File: src/rtl/time_score_pkg.sv
// Shared address map, register bit positions and helpers for the Time-Score
// match clock / score register block.
package time_score_pkg;

    localparam logic [3:0] ADDR_CTRL     = 4'd0;
    localparam logic [3:0] ADDR_STATUS   = 4'd1;
    localparam logic [3:0] ADDR_MINUTE   = 4'd2;
    localparam logic [3:0] ADDR_SECOND   = 4'd3;
    localparam logic [3:0] ADDR_TICK_DIV = 4'd4;
    localparam logic [3:0] ADDR_SCORE0   = 4'd5;

    localparam int unsigned CTRL_RUN    = 0;
    localparam int unsigned CTRL_DOWN   = 1;
    localparam int unsigned CTRL_IRQ_EN = 2;
    localparam int unsigned CTRL_CLEAR  = 3;

    localparam int unsigned STAT_EXPIRED = 0;
    localparam int unsigned STAT_RUNNING = 1;

    localparam int unsigned MAX_SECOND = 59;
    localparam int unsigned SEC_W      = 6;

    typedef enum logic {
        DIR_UP   = 1'b0,
        DIR_DOWN = 1'b1
    } count_dir_e;

    // Replace only the byte lanes selected by be; other lanes keep cur.
    function automatic logic [31:0] lane_merge(input logic [31:0] cur,
                                               input logic [31:0] wr,
                                               input logic [3:0]  be);
        logic [31:0] res;
        res = cur;
        for (int unsigned i = 0; i < 4; i++) begin
            if (be[i]) res[8*i +: 8] = wr[8*i +: 8];
        end
        return res;
    endfunction

    function automatic int unsigned min_width(input int unsigned max_val);
        return (max_val < 2) ? 1 : $clog2(max_val + 1);
    endfunction

endpackage

File: src/rtl/time_score_counter.sv
// One-second prescaler feeding a minute/second counter that counts up with
// wrap or down to 0:00, flagging expiry with a single-cycle pulse.
module time_score_counter
    import time_score_pkg::*;
#(
    parameter int unsigned MAX_MINUTE = 99,
    parameter int unsigned MIN_W      = 7
) (
    input  logic              clk,
    input  logic              rst_n,
    input  logic              run,
    input  count_dir_e        dir,
    input  logic [31:0]       tick_div,
    input  logic              min_load,
    input  logic [MIN_W-1:0]  min_val,
    input  logic              sec_load,
    input  logic [SEC_W-1:0]  sec_val,
    input  logic              presc_restart,
    input  logic              clear,
    output logic [MIN_W-1:0]  minute,
    output logic [SEC_W-1:0]  second,
    output logic              expire
);

    logic [31:0]      presc_q, presc_d;
    logic [MIN_W-1:0] min_q, min_d;
    logic [SEC_W-1:0] sec_q, sec_d;
    logic             tick;

    always_comb begin
        presc_d = presc_q;
        min_d   = min_q;
        sec_d   = sec_q;
        expire  = 1'b0;
        // Terminal count at TICK_DIV-1; a divider of 0 or 1 ticks every cycle.
        tick    = run && (({1'b0, presc_q} + 33'd1) >= {1'b0, tick_div});

        if (run) presc_d = tick ? '0 : presc_q + 32'd1;
        if (clear || min_load || sec_load || presc_restart) presc_d = '0;

        if (clear) begin
            min_d = '0;
            sec_d = '0;
        end else if (min_load || sec_load) begin
            if (min_load) min_d = min_val;
            if (sec_load) sec_d = sec_val;
        end else if (tick) begin
            if (dir == DIR_DOWN) begin
                if (min_q == '0 && sec_q == '0) begin
                    expire = 1'b1;
                end else if (sec_q == '0) begin
                    sec_d = SEC_W'(MAX_SECOND);
                    min_d = min_q - MIN_W'(1);
                end else begin
                    sec_d = sec_q - SEC_W'(1);
                end
            end else begin
                if (sec_q == SEC_W'(MAX_SECOND)) begin
                    sec_d = '0;
                    min_d = (min_q == MIN_W'(MAX_MINUTE)) ? '0 : min_q + MIN_W'(1);
                end else begin
                    sec_d = sec_q + SEC_W'(1);
                end
            end
        end
    end

    always_ff @(posedge clk or negedge rst_n) begin
        if (!rst_n) begin
            presc_q <= '0;
            min_q   <= '0;
            sec_q   <= '0;
        end else begin
            presc_q <= presc_d;
            min_q   <= min_d;
            sec_q   <= sec_d;
        end
    end

    assign minute = min_q;
    assign second = sec_q;

endmodule

File: src/rtl/time_score_regs.sv
// Avalon-MM register block: match clock control/status, tick divider and the
// per-player score array, with registered read data and expiry interrupt.
module time_score_regs
    import time_score_pkg::*;
#(
    parameter int unsigned CLK_FREQ_HZ = 50000000,
    parameter int unsigned NUM_SCORES  = 4,
    parameter int unsigned SCORE_W     = 16,
    parameter int unsigned MAX_MINUTE  = 99
) (
    input  logic        iClk,
    input  logic        iReset_n,
    input  logic        iChipSelect,
    input  logic        iWrite,
    input  logic        iRead,
    input  logic [3:0]  iAddr,
    input  logic [3:0]  iByteEnable,
    input  logic [31:0] iData,
    output logic [31:0] oData,
    output logic        oIrq
);

    localparam int unsigned MIN_W = min_width(MAX_MINUTE);

    logic               wr_en, rd_en;
    logic               wr_ctrl, wr_status, wr_minute, wr_second, wr_tick_div;
    logic               clear;
    logic [31:0]        min_merged, sec_merged;
    logic [MIN_W-1:0]   min_load_val;
    logic [SEC_W-1:0]   sec_load_val;

    logic               run_q, run_d;
    logic               down_q, down_d;
    logic               irq_en_q, irq_en_d;
    logic               expired_q, expired_d;
    logic               irq_q, irq_d;
    logic [31:0]        tick_div_q, tick_div_d;
    logic [31:0]        rd_data_q, rd_data_d;
    logic [31:0]        rd_mux;
    logic [SCORE_W-1:0] score_q [NUM_SCORES];
    logic [SCORE_W-1:0] score_d [NUM_SCORES];

    logic [MIN_W-1:0]   minute;
    logic [SEC_W-1:0]   second;
    logic               expire;

    always_comb begin
        wr_en       = iChipSelect & iWrite;
        rd_en       = iChipSelect & iRead & ~iWrite;
        // CTRL and STATUS bits all live in byte lane 0.
        wr_ctrl     = wr_en && (iAddr == ADDR_CTRL) && iByteEnable[0];
        wr_status   = wr_en && (iAddr == ADDR_STATUS) && iByteEnable[0];
        wr_minute   = wr_en && (iAddr == ADDR_MINUTE);
        wr_second   = wr_en && (iAddr == ADDR_SECOND);
        wr_tick_div = wr_en && (iAddr == ADDR_TICK_DIV);
        clear       = wr_ctrl && iData[CTRL_CLEAR];

        // Clamp on the full merged word so out-of-range writes saturate.
        min_merged   = lane_merge(32'(minute), iData, iByteEnable);
        sec_merged   = lane_merge(32'(second), iData, iByteEnable);
        min_load_val = (min_merged > MAX_MINUTE) ? MIN_W'(MAX_MINUTE) : min_merged[MIN_W-1:0];
        sec_load_val = (sec_merged > MAX_SECOND) ? SEC_W'(MAX_SECOND) : sec_merged[SEC_W-1:0];
    end

    time_score_counter #(
        .MAX_MINUTE (MAX_MINUTE),
        .MIN_W      (MIN_W)
    ) u_counter (
        .clk           (iClk),
        .rst_n         (iReset_n),
        .run           (run_q),
        .dir           (down_q ? DIR_DOWN : DIR_UP),
        .tick_div      (tick_div_q),
        .min_load      (wr_minute),
        .min_val       (min_load_val),
        .sec_load      (wr_second),
        .sec_val       (sec_load_val),
        .presc_restart (wr_tick_div),
        .clear         (clear),
        .minute        (minute),
        .second        (second),
        .expire        (expire)
    );

    always_comb begin
        run_d      = run_q;
        down_d     = down_q;
        irq_en_d   = irq_en_q;
        expired_d  = expired_q;
        irq_d      = expired_q & irq_en_q;
        tick_div_d = tick_div_q;

        if (expire) run_d = 1'b0;
        if (wr_ctrl) begin
            run_d    = iData[CTRL_RUN];
            down_d   = iData[CTRL_DOWN];
            irq_en_d = iData[CTRL_IRQ_EN];
        end

        if (wr_status && iData[STAT_EXPIRED]) expired_d = 1'b0;
        if (expire) expired_d = 1'b1;

        if (wr_tick_div) tick_div_d = lane_merge(tick_div_q, iData, iByteEnable);

        for (int unsigned i = 0; i < NUM_SCORES; i++) begin
            score_d[i] = score_q[i];
            if (clear) begin
                score_d[i] = '0;
            end else if (wr_en && (iAddr == 4'(ADDR_SCORE0 + i))) begin
                score_d[i] = SCORE_W'(lane_merge(32'(score_q[i]), iData, iByteEnable));
            end
        end
    end

    always_comb begin
        rd_mux = '0;
        case (iAddr)
            ADDR_CTRL: begin
                rd_mux[CTRL_RUN]    = run_q;
                rd_mux[CTRL_DOWN]   = down_q;
                rd_mux[CTRL_IRQ_EN] = irq_en_q;
            end
            ADDR_STATUS: begin
                rd_mux[STAT_EXPIRED] = expired_q;
                rd_mux[STAT_RUNNING] = run_q;
            end
            ADDR_MINUTE:   rd_mux = 32'(minute);
            ADDR_SECOND:   rd_mux = 32'(second);
            ADDR_TICK_DIV: rd_mux = tick_div_q;
            default: begin
                for (int unsigned i = 0; i < NUM_SCORES; i++) begin
                    if (iAddr == 4'(ADDR_SCORE0 + i)) rd_mux = 32'(score_q[i]);
                end
            end
        endcase
        rd_data_d = rd_en ? rd_mux : rd_data_q;
    end

    always_ff @(posedge iClk or negedge iReset_n) begin
        if (!iReset_n) begin
            run_q      <= 1'b0;
            down_q     <= 1'b0;
            irq_en_q   <= 1'b0;
            expired_q  <= 1'b0;
            irq_q      <= 1'b0;
            tick_div_q <= 32'(CLK_FREQ_HZ);
            rd_data_q  <= '0;
            for (int unsigned i = 0; i < NUM_SCORES; i++) score_q[i] <= '0;
        end else begin
            run_q      <= run_d;
            down_q     <= down_d;
            irq_en_q   <= irq_en_d;
            expired_q  <= expired_d;
            irq_q      <= irq_d;
            tick_div_q <= tick_div_d;
            rd_data_q  <= rd_data_d;
            for (int unsigned i = 0; i < NUM_SCORES; i++) score_q[i] <= score_d[i];
        end
    end

    assign oData = rd_data_q;
    assign oIrq  = irq_q;

endmodule

File: config.mk
export PLATFORM = sky130hd
export DESIGN_NAME = time_score_regs
export DESIGN_NICKNAME = d
export VERILOG_FILES = /design/src/rtl/time_score_pkg.sv /design/src/rtl/time_score_counter.sv /design/src/rtl/time_score_regs.sv
export SDC_FILE = /design/constraint.sdc
export NUM_CORES = 1
export LEC_CHECK = 0
export CAP_MARGIN = 30
export CORE_ASPECT_RATIO = 0.9
export CORE_MARGIN = 5
export CORE_UTILIZATION = 25
export DETAILED_ROUTE_END_ITERATION = 7
export PLACE_DENSITY = 0.44
export SETUP_SLACK_MARGIN = 0.15
export SLEW_MARGIN = 20
export SYNTH_ARGS = -nofsm -noshare
export SYNTH_HDL_FRONTEND = slang
export SYNTH_HIERARCHICAL = 1
export SYNTH_SLANG_ARGS = --single-unit
File: constraint.sdc
create_clock -name iClk -period 12.8 [get_ports iClk]
set_input_delay 2.56 -clock iClk [delete_from_list [all_inputs] [get_ports iClk]]
set_output_delay 2.56 -clock iClk [all_outputs]
set_load 0.1 [all_outputs]
==> results of run 1 <==
[power groups by stage]
stage | combinational, W | clock [W] | sequential (W)
3_3_place_gp | 0.000439 | 0 | 0.000739
3_5_place_dp | 0.000444 | 0 | 0.000742
5_1_grt | 0.000490 | 0.000580 | 0.000743
6_report | 0.000445 | 0.000541 | 0.000732
4_1_cts | 0.000446 | 0.000561 | 0.000731
2_1_floorplan | 0.000287 | 0 | 0.000743
[worst max-delay path, delay by kind of cell]
family                 cells  cell delay, ns
and+or+nand+nor            4            1.94
buffers and inverters      3            1.61
AOI/OAI and AO/OA          3            0.55
[routing by layer]
| metal | vias up | part of all wire, % | track usage (%) |
|---|---|---|---|
| met1 | 4167 | 51 | 21.8 |
| met4 | 0 | 1.6 | 3.85 |
| met5 | - | 0 | 0 |
| met3 | 23 | 4.4 | 2.28 |
| li1 | 3913 | - | - |
| met2 | 206 | 43 | 20.7 |
[final cells by class]
cell class | count | area (um^2) | share of cell area [%]
clock buffers | 19 | 453 | 3.62
clock inverters | 13 | 141 | 1.13
inverters | 48 | 180 | 1.44
multi-input cells | 742 | 5670 | 45.3
flip-flops and latches | 178 | 4470 | 35.7
well taps | 547 | 684 | 5.47
repair buffers | 91 | 912 | 7.29
[through the flow]
step | cells | hold WS (ns) | setup slack [ns] | util [%]
4_1_cts | 1637 | 0.509 | 6.43 | 29.9
3_3_place_gp | 1603 | 0.475 | 5.67 | 28.4
5_1_grt | 1638 | 0.521 | 6.23 | 30.0
2_1_floorplan | 1018 | 0.466 | 7.66 | -
3_5_place_dp | 1605 | 0.490 | 5.94 | 28.5
6_report | 1638 | 0.505 | 6.47 | 30.0
[logic make-up after synthesis]
logic type / after synthesis / synth area share [%]
buf+inv: 98 / 4.13
compound gates: 233 / 15.8
xor+xnor: 35 / 2.90
flops: 178 / 42.3
mux: 134 / 14.1
simple gates: 301 / 16.1
fa+ha+maj: 39 / 4.62
[sequential cells by signal (all words and copies together), names as in the netlist]
name and flops:
down_q 1, expired_q 1, irq_en_q 1, oData 32, oIrq 1, run_q 1
score_q 64, tick_div_q 32, u_counter/minute 7, u_counter/presc_q 32, u_counter/second 6
[worst max path at each step]
stage,depth (start not counted),endpoint,from,slack (ns)
final,10,u_counter/presc_q[29]$_DFFE_PN0P_,iByteEnable[0],6.47
after global routing,10,u_counter/presc_q[29]$_DFFE_PN0P_,iByteEnable[0],6.23
after CTS,9,u_counter/presc_q[2]$_DFFE_PN0P_,iByteEnable[0],6.43
after floorplan,12,u_counter/presc_q[3]$_DFFE_PN0P_,iAddr[1],7.66
after detailed placement,9,u_counter/presc_q[2]$_DFFE_PN0P_,iByteEnable[0],5.94
after global placement,9,u_counter/presc_q[2]$_DFFE_PN0P_,iByteEnable[0],5.67
[cell usage in the layout (no fill, tap or decap), types with 7 or more instances in the layout]
cell	instances
o21ai_0	47
and3_1	10
nand2b_1	11
clkdlybuf4s50_1	75
nand3_1	36
clkbuf_16	17
and2_1	24
nor2_1	42
nand4_1	15
nor3_1	26
mux2_2	110
a22oi_1	18
inv_1	48
a222oi_1	9
buf_4	11
nor2b_1	14
nand2_1	59
a21oi_1	46
or4_1	7
dfstp_2	12
or3_1	7
ha_1	39
a31oi_1	23
mux2i_1	19
a22o_1	29
xor2_1	19
xnor2_1	16
dfrtp_1	166
==> impl_metrics.yaml, run 1 <==
run_status:
  status: "completed"
die:
  rows: 71
  die_w_um: 227
  die_y_um: 205
  die_area_mm2: 0.0464
  core-area_mm2: 0.0418
  num_io_pins: 78
  initial_core_util_pct: 25.3
logic_synthesis:
  syn_area_mm2: 0.0106
  synthTopCellsByArea: "dfrtp_1, mux2_2, ha_1"
  seq_area_frac_synth_pct: 42.3
  synth_top_area_share_pct: 39.4
  synth_edf_count: 0
  synthTopCellsByCount: "dfrtp_1, mux2_2, nand2_1"
  yosysWarnings: 6
  avgSynthCellArea_um2: 10.4
  ys_seq_elements: 178
  synth.distinct_cells: 83
  yosys.area.top_type: "dfrtp_1"
  syn_nets: 1102
  async_flop_share_pct: 100
  ys.flop_type: "dfrtp_1"
  yosysMostFrequentCell: "dfrtp_1"
  syn_inst: 1018
power:
  p_seq_share_pct: 42.6
  ir_drop_mv: 0.0832
  p_leak_nw: 5.32
  switching_share_pct: 35.4
  power_density_mw_per_mm2: 137
  p_total_w: 0.00172
  power_frac_comb_pct: 25.9
  switching_power_w: 0.000608
  power.share.clock_pct: 31.5
  p_int_w: 0.00111
hold_path:
  min_path_type: "flop to flop"
  hold_depth: 1
  hold_path.startpoint: "oData[29]$_DFFE_PN0P_"
  min_to: "oData[29]$_DFFE_PN0P_"
setup_path:
  r2r_start: "u_counter/presc_q[2]$_DFFE_PN0P_"
  criticalPathCategory: "input port to flop"
  r2r_setup_slack_ns: 7.63
  reg2reg_depth: 14
  required_ns: 13.17
  end_kind: "flop"
  cpMostUsedCell: "or3_1"
  critPathLaunchType: "input port"
  r2r-end: "u_counter/second[3]$_DFFE_PN0P_"
  critical-path-slowest-cell: "clkdlybuf4s50_1"
  worstPathCellList: "clkdlybuf4s50_1 > and3_1 > nand4_1 > inv_1 > or3_1 > or3_1 > a211oi_4 > buf_4 > o21ai_0 > a31oi_1"
  critPathMaxStageDelay_ns: 0.94
  worst_ep_arrival_time_ns: 6.70
  crit_fanout: 44
cells_and_area:
  finalInstanceArea_mm2: 0.0125
  area_delta_synth_final_pct: 18.5
  drive_gt1_share_pct: 18.4
  antenna_cells: 0
  final_nets: 1162
  fillers: 4351
sta:
  setup_viol: 0
  clock_skew_ns: 0.0183
  tns_ns: 0
  fmax_mhz: 158
  finalMaxSlewViolations: 0
  period_needed_ns: 6.33
  worst_slew_pin_slew_ns: 1.06
  slew_headroom_pct: 29.4
  rsz0062_at_grt: "false"
  hold_viol_final: 0
  finalCritPeriodShare_pct: 49.4
detailed_routing:
  wire_per_inst_um: 20.1
  route.detailed.drc: 0
  ant_nets: 0
  vias_per_cell: 5.07
  drt_first_iter_violations: 623
  wl_mm: 32.9
  drt-pass1-iter-count: 5
  vias: 8309
clock_tree:
  ctsHoldBuffers: 0
  cts_tree: "yes"
  ctsResizeCount: 0
  clock_sinks: 178
  cts_setup_buffers: 0
  ctsRootBufferMaster: "clkbuf_16"
  cts_made_buffers: 17
  clockBufferDepth: 2
  htree_num_levels: 4
  clk_pin_slew_ns: 0.07
  worstSkewPairLatency_ns: 0.45
placed_design:
  hpwl_mm: 23.8
  routabilityCongestion: 0.868
  placed_area_mm2: 0.0119
  io_buffers: 77
global_route:
  track_usage_pct: 14.2
  antenna_found_initial: 0
  grt_overflow: 0
  grt_pass1_wl_mm: 51.0
  grt_pass1_vias: 8091
  grt_start_max_net_pins: 85
job:
  cap_violations: 0
No activity file was read; power rests on OpenSTA's default activity.
==> run 2: changes to the inputs <==
--- a/config.mk
+++ b/config.mk
@@ -10,7 +10,7 @@
 export CORE_MARGIN = 5
 export CORE_UTILIZATION = 25
 export DETAILED_ROUTE_END_ITERATION = 7
-export PLACE_DENSITY = 0.44
+export PLACE_DENSITY = 0.45
 export SETUP_SLACK_MARGIN = 0.15
 export SLEW_MARGIN = 20
 export SYNTH_ARGS = -nofsm -noshare
==> constraint.sdc (replaced) <==
create_clock -name iClk -period 5.56 [get_ports iClk]
set_input_delay 1.112 -clock iClk [delete_from_list [all_inputs] [get_ports iClk]]
set_output_delay 1.112 -clock iClk [all_outputs]
set_load 0.1 [all_outputs]
==> impl_metrics.yaml, run 2 (synthesized netlist as in run 1, its figures left out) <==
placed_design:
  io_buffers: 77
  routabilityCongestion: 0.860
  dpl_worst_slack_ns: 0.717
  placed_area_mm2: 0.0120
  hpwl_mm: 23.6
clock_tree:
  clockBufferDepth: 2
  cts_setup_buffers: 0
  ctsHoldBuffers: 0
  htree_num_levels: 4
  ctsResizeCount: 0
  worstSkewPairLatency_ns: 0.45
  cts_made_buffers: 17
  ctsRootBufferMaster: "clkbuf_16"
  clock_sinks: 178
  cts_tree: "yes"
  clk_pin_slew_ns: 0.07
setup_path:
  end_kind: "flop"
  worstPathCellList: "ha_1 > nand4_1 > nor2_2 > nand3_1 > or4_1 > nor2_1 > xor2_1 > ha_1 > nand4_1 > nor4_4 > nand3b_1 > o2111ai_4 > a21oi_4 > o41ai_4 > mux2_2"
  required_ns: 5.89
  critPathMaxStageDelay_ns: 0.59
  critical-path-slowest-cell: "nor4_4"
  criticalPathCategory: "flop to flop"
  worst_ep_arrival_time_ns: 5.17
  critPathLaunchType: "flop"
  crit_fanout: 10
detailed_routing:
  wire_per_inst_um: 19.8
  vias: 8214
  vias_per_cell: 5.00
  ant_nets: 0
  route.detailed.drc: 0
  drt-pass1-iter-count: 6
  drt_first_iter_violations: 639
  wl_mm: 32.6
sta:
  hold_viol_final: 0
  slew_headroom_pct: 32.6
  tns_ns: 0
  setup_viol: 0
  rsz0062_at_grt: "false"
  finalCritPeriodShare_pct: 87.0
  fin_ws_ns: 0.723
  fmax_mhz: 207
  finalMaxSlewViolations: 0
  period_needed_ns: 4.84
  worst_slew_pin_slew_ns: 1.01
  clock_skew_ns: 0.0113
cells_and_area:
  final_nets: 1167
  final_util_pct: 30.2
  area_delta_synth_final_pct: 19.3
  largest-register: "score_q"
  final_common_cell: "dfrtp_1"
  largest_register_ffs: 64
  drive_gt1_share_pct: 18.6
  antenna_cells: 0
  fillers: 4343
  mostFrequentLayoutCells: "dfrtp_1, mux2_2, clkdlybuf4s50_1, nand2_1, inv_1"
  finalInstanceArea_mm2: 0.0126
power:
  p_seq_share_pct: 42.3
  power_density_mw_per_mm2: 317
  ir_drop_mv: 0.183
  switching_share_pct: 34.1
  power_frac_comb_pct: 25.4
  power.share.clock_pct: 32.4
  p_int_w: 0.00263
  switching_power_w: 0.00136
  p_leak_nw: 5.35
global_route:
  grt_overflow: 0
  grt_pass1_wl_mm: 51.4
  grt_start_max_net_pins: 74
  grt_pass1_vias: 8180
  track_usage_pct: 14.3
  antenna_found_initial: 1
run_status:
  status: "completed"
die:
  die_w_um: 227
  die_area_mm2: 0.0464
  die_y_um: 205
  initial_core_util_pct: 25.3
  core-area_mm2: 0.0418
  num_io_pins: 78
  rows: 71
job:
  cap_violations: 0
hold_path:
  min_path_type: "flop to flop"
==> run 2: through the flow <==
stage / hold slack (ns) / cells / power [W]
floorplan: 0.466 / 1018 / 0.00237
global placement: 0.482 / 1608 / 0.00271
detailed placement: 0.489 / 1611 / 0.00272
CTS: 0.508 / 1642 / 0.00403
global route: 0.517 / 1642 / 0.00421
finish: 0.504 / 1642 / 0.00399
==> run 2: power by group through the flow <==
stage,Clock (W),Combinational [W],Sequential (W)
after detailed placement,0,0.00101,0.00171
after CTS,0.00133,0.00102,0.00168
after floorplan,0,0.000661,0.00171
after global placement,0,0.00100,0.00170
after global routing,0.00138,0.00112,0.00171
final,0.00129,0.00101,0.00168
==> run 2: worst paths after layout <==
| path | cells after the start | slack [ns] | endpoint | startpoint |
|---|---|---|---|---|
| setup / recovery | 15 | 0.72 | u_counter/second[4]$_DFFE_PN0P_ | u_counter/presc_q[0]$_DFFE_PN0P_ |
| hold / removal | 2 | 0.50 | oData[4]$_DFFE_PN0P_ | oData[4]$_DFFE_PN0P_ |
| setup reg to reg | 15 | 0.72 | u_counter/second[4]$_DFFE_PN0P_ | u_counter/presc_q[0]$_DFFE_PN0P_ |
| hold reg to reg | 2 | 0.50 | oData[4]$_DFFE_PN0P_ | oData[4]$_DFFE_PN0P_ |
| max in group asynchronous | 2 | 4.21 | tick_div_q[17]$_DFFE_PN1P_ | iReset_n |
| min in group asynchronous | 1 | 0.59 | score_q[4]$_DFFE_PN0P_ | iReset_n |
==> run 2: cell type report <==
class | instances | area (um^2) | area share [%]
multi-input combinational | 742 | 5660 | 45.0
sequential | 178 | 4470 | 35.5
timing repair buffer | 96 | 985 | 7.82
tap | 547 | 684 | 5.43
clock buffer | 18 | 439 | 3.49
inverter | 48 | 180 | 1.43
clock inverter | 13 | 175 | 1.39
==> run 2: critical path, delay by kind of cell (launching register included) <==
kind | cells | cell delay [ns]
adders and majority gates | 2 | 0.62
xor gates and xnor gates | 1 | 0.10
muxes | 1 | 0.39
and+or+nand+nor | 8 | 2.40
DFF | 1 | 0.42
AOI/OAI and AO/OA | 3 | 0.78
==> run 2: routing by layer <==
metal / routed length (um) / GRT usage [%]
met5: 0 / 0
met2: 14600 / 22.1
met4: 235 / 2.71
met3: 1450 / 2.52
met1: 16300 / 21.2
==> run 3: changes to the inputs <==
--- a/config.mk
+++ b/config.mk
@@ -10,6 +10,7 @@
 export CORE_MARGIN = 5
 export CORE_UTILIZATION = 25
 export DETAILED_ROUTE_END_ITERATION = 7
+export HOLD_SLACK_MARGIN = 0.08
 export PLACE_DENSITY = 0.45
 export SETUP_SLACK_MARGIN = 0.15
 export SLEW_MARGIN = 20
==> results of run 3 <==
The final DEF is identical to that of run 2; final timing and power are the same.
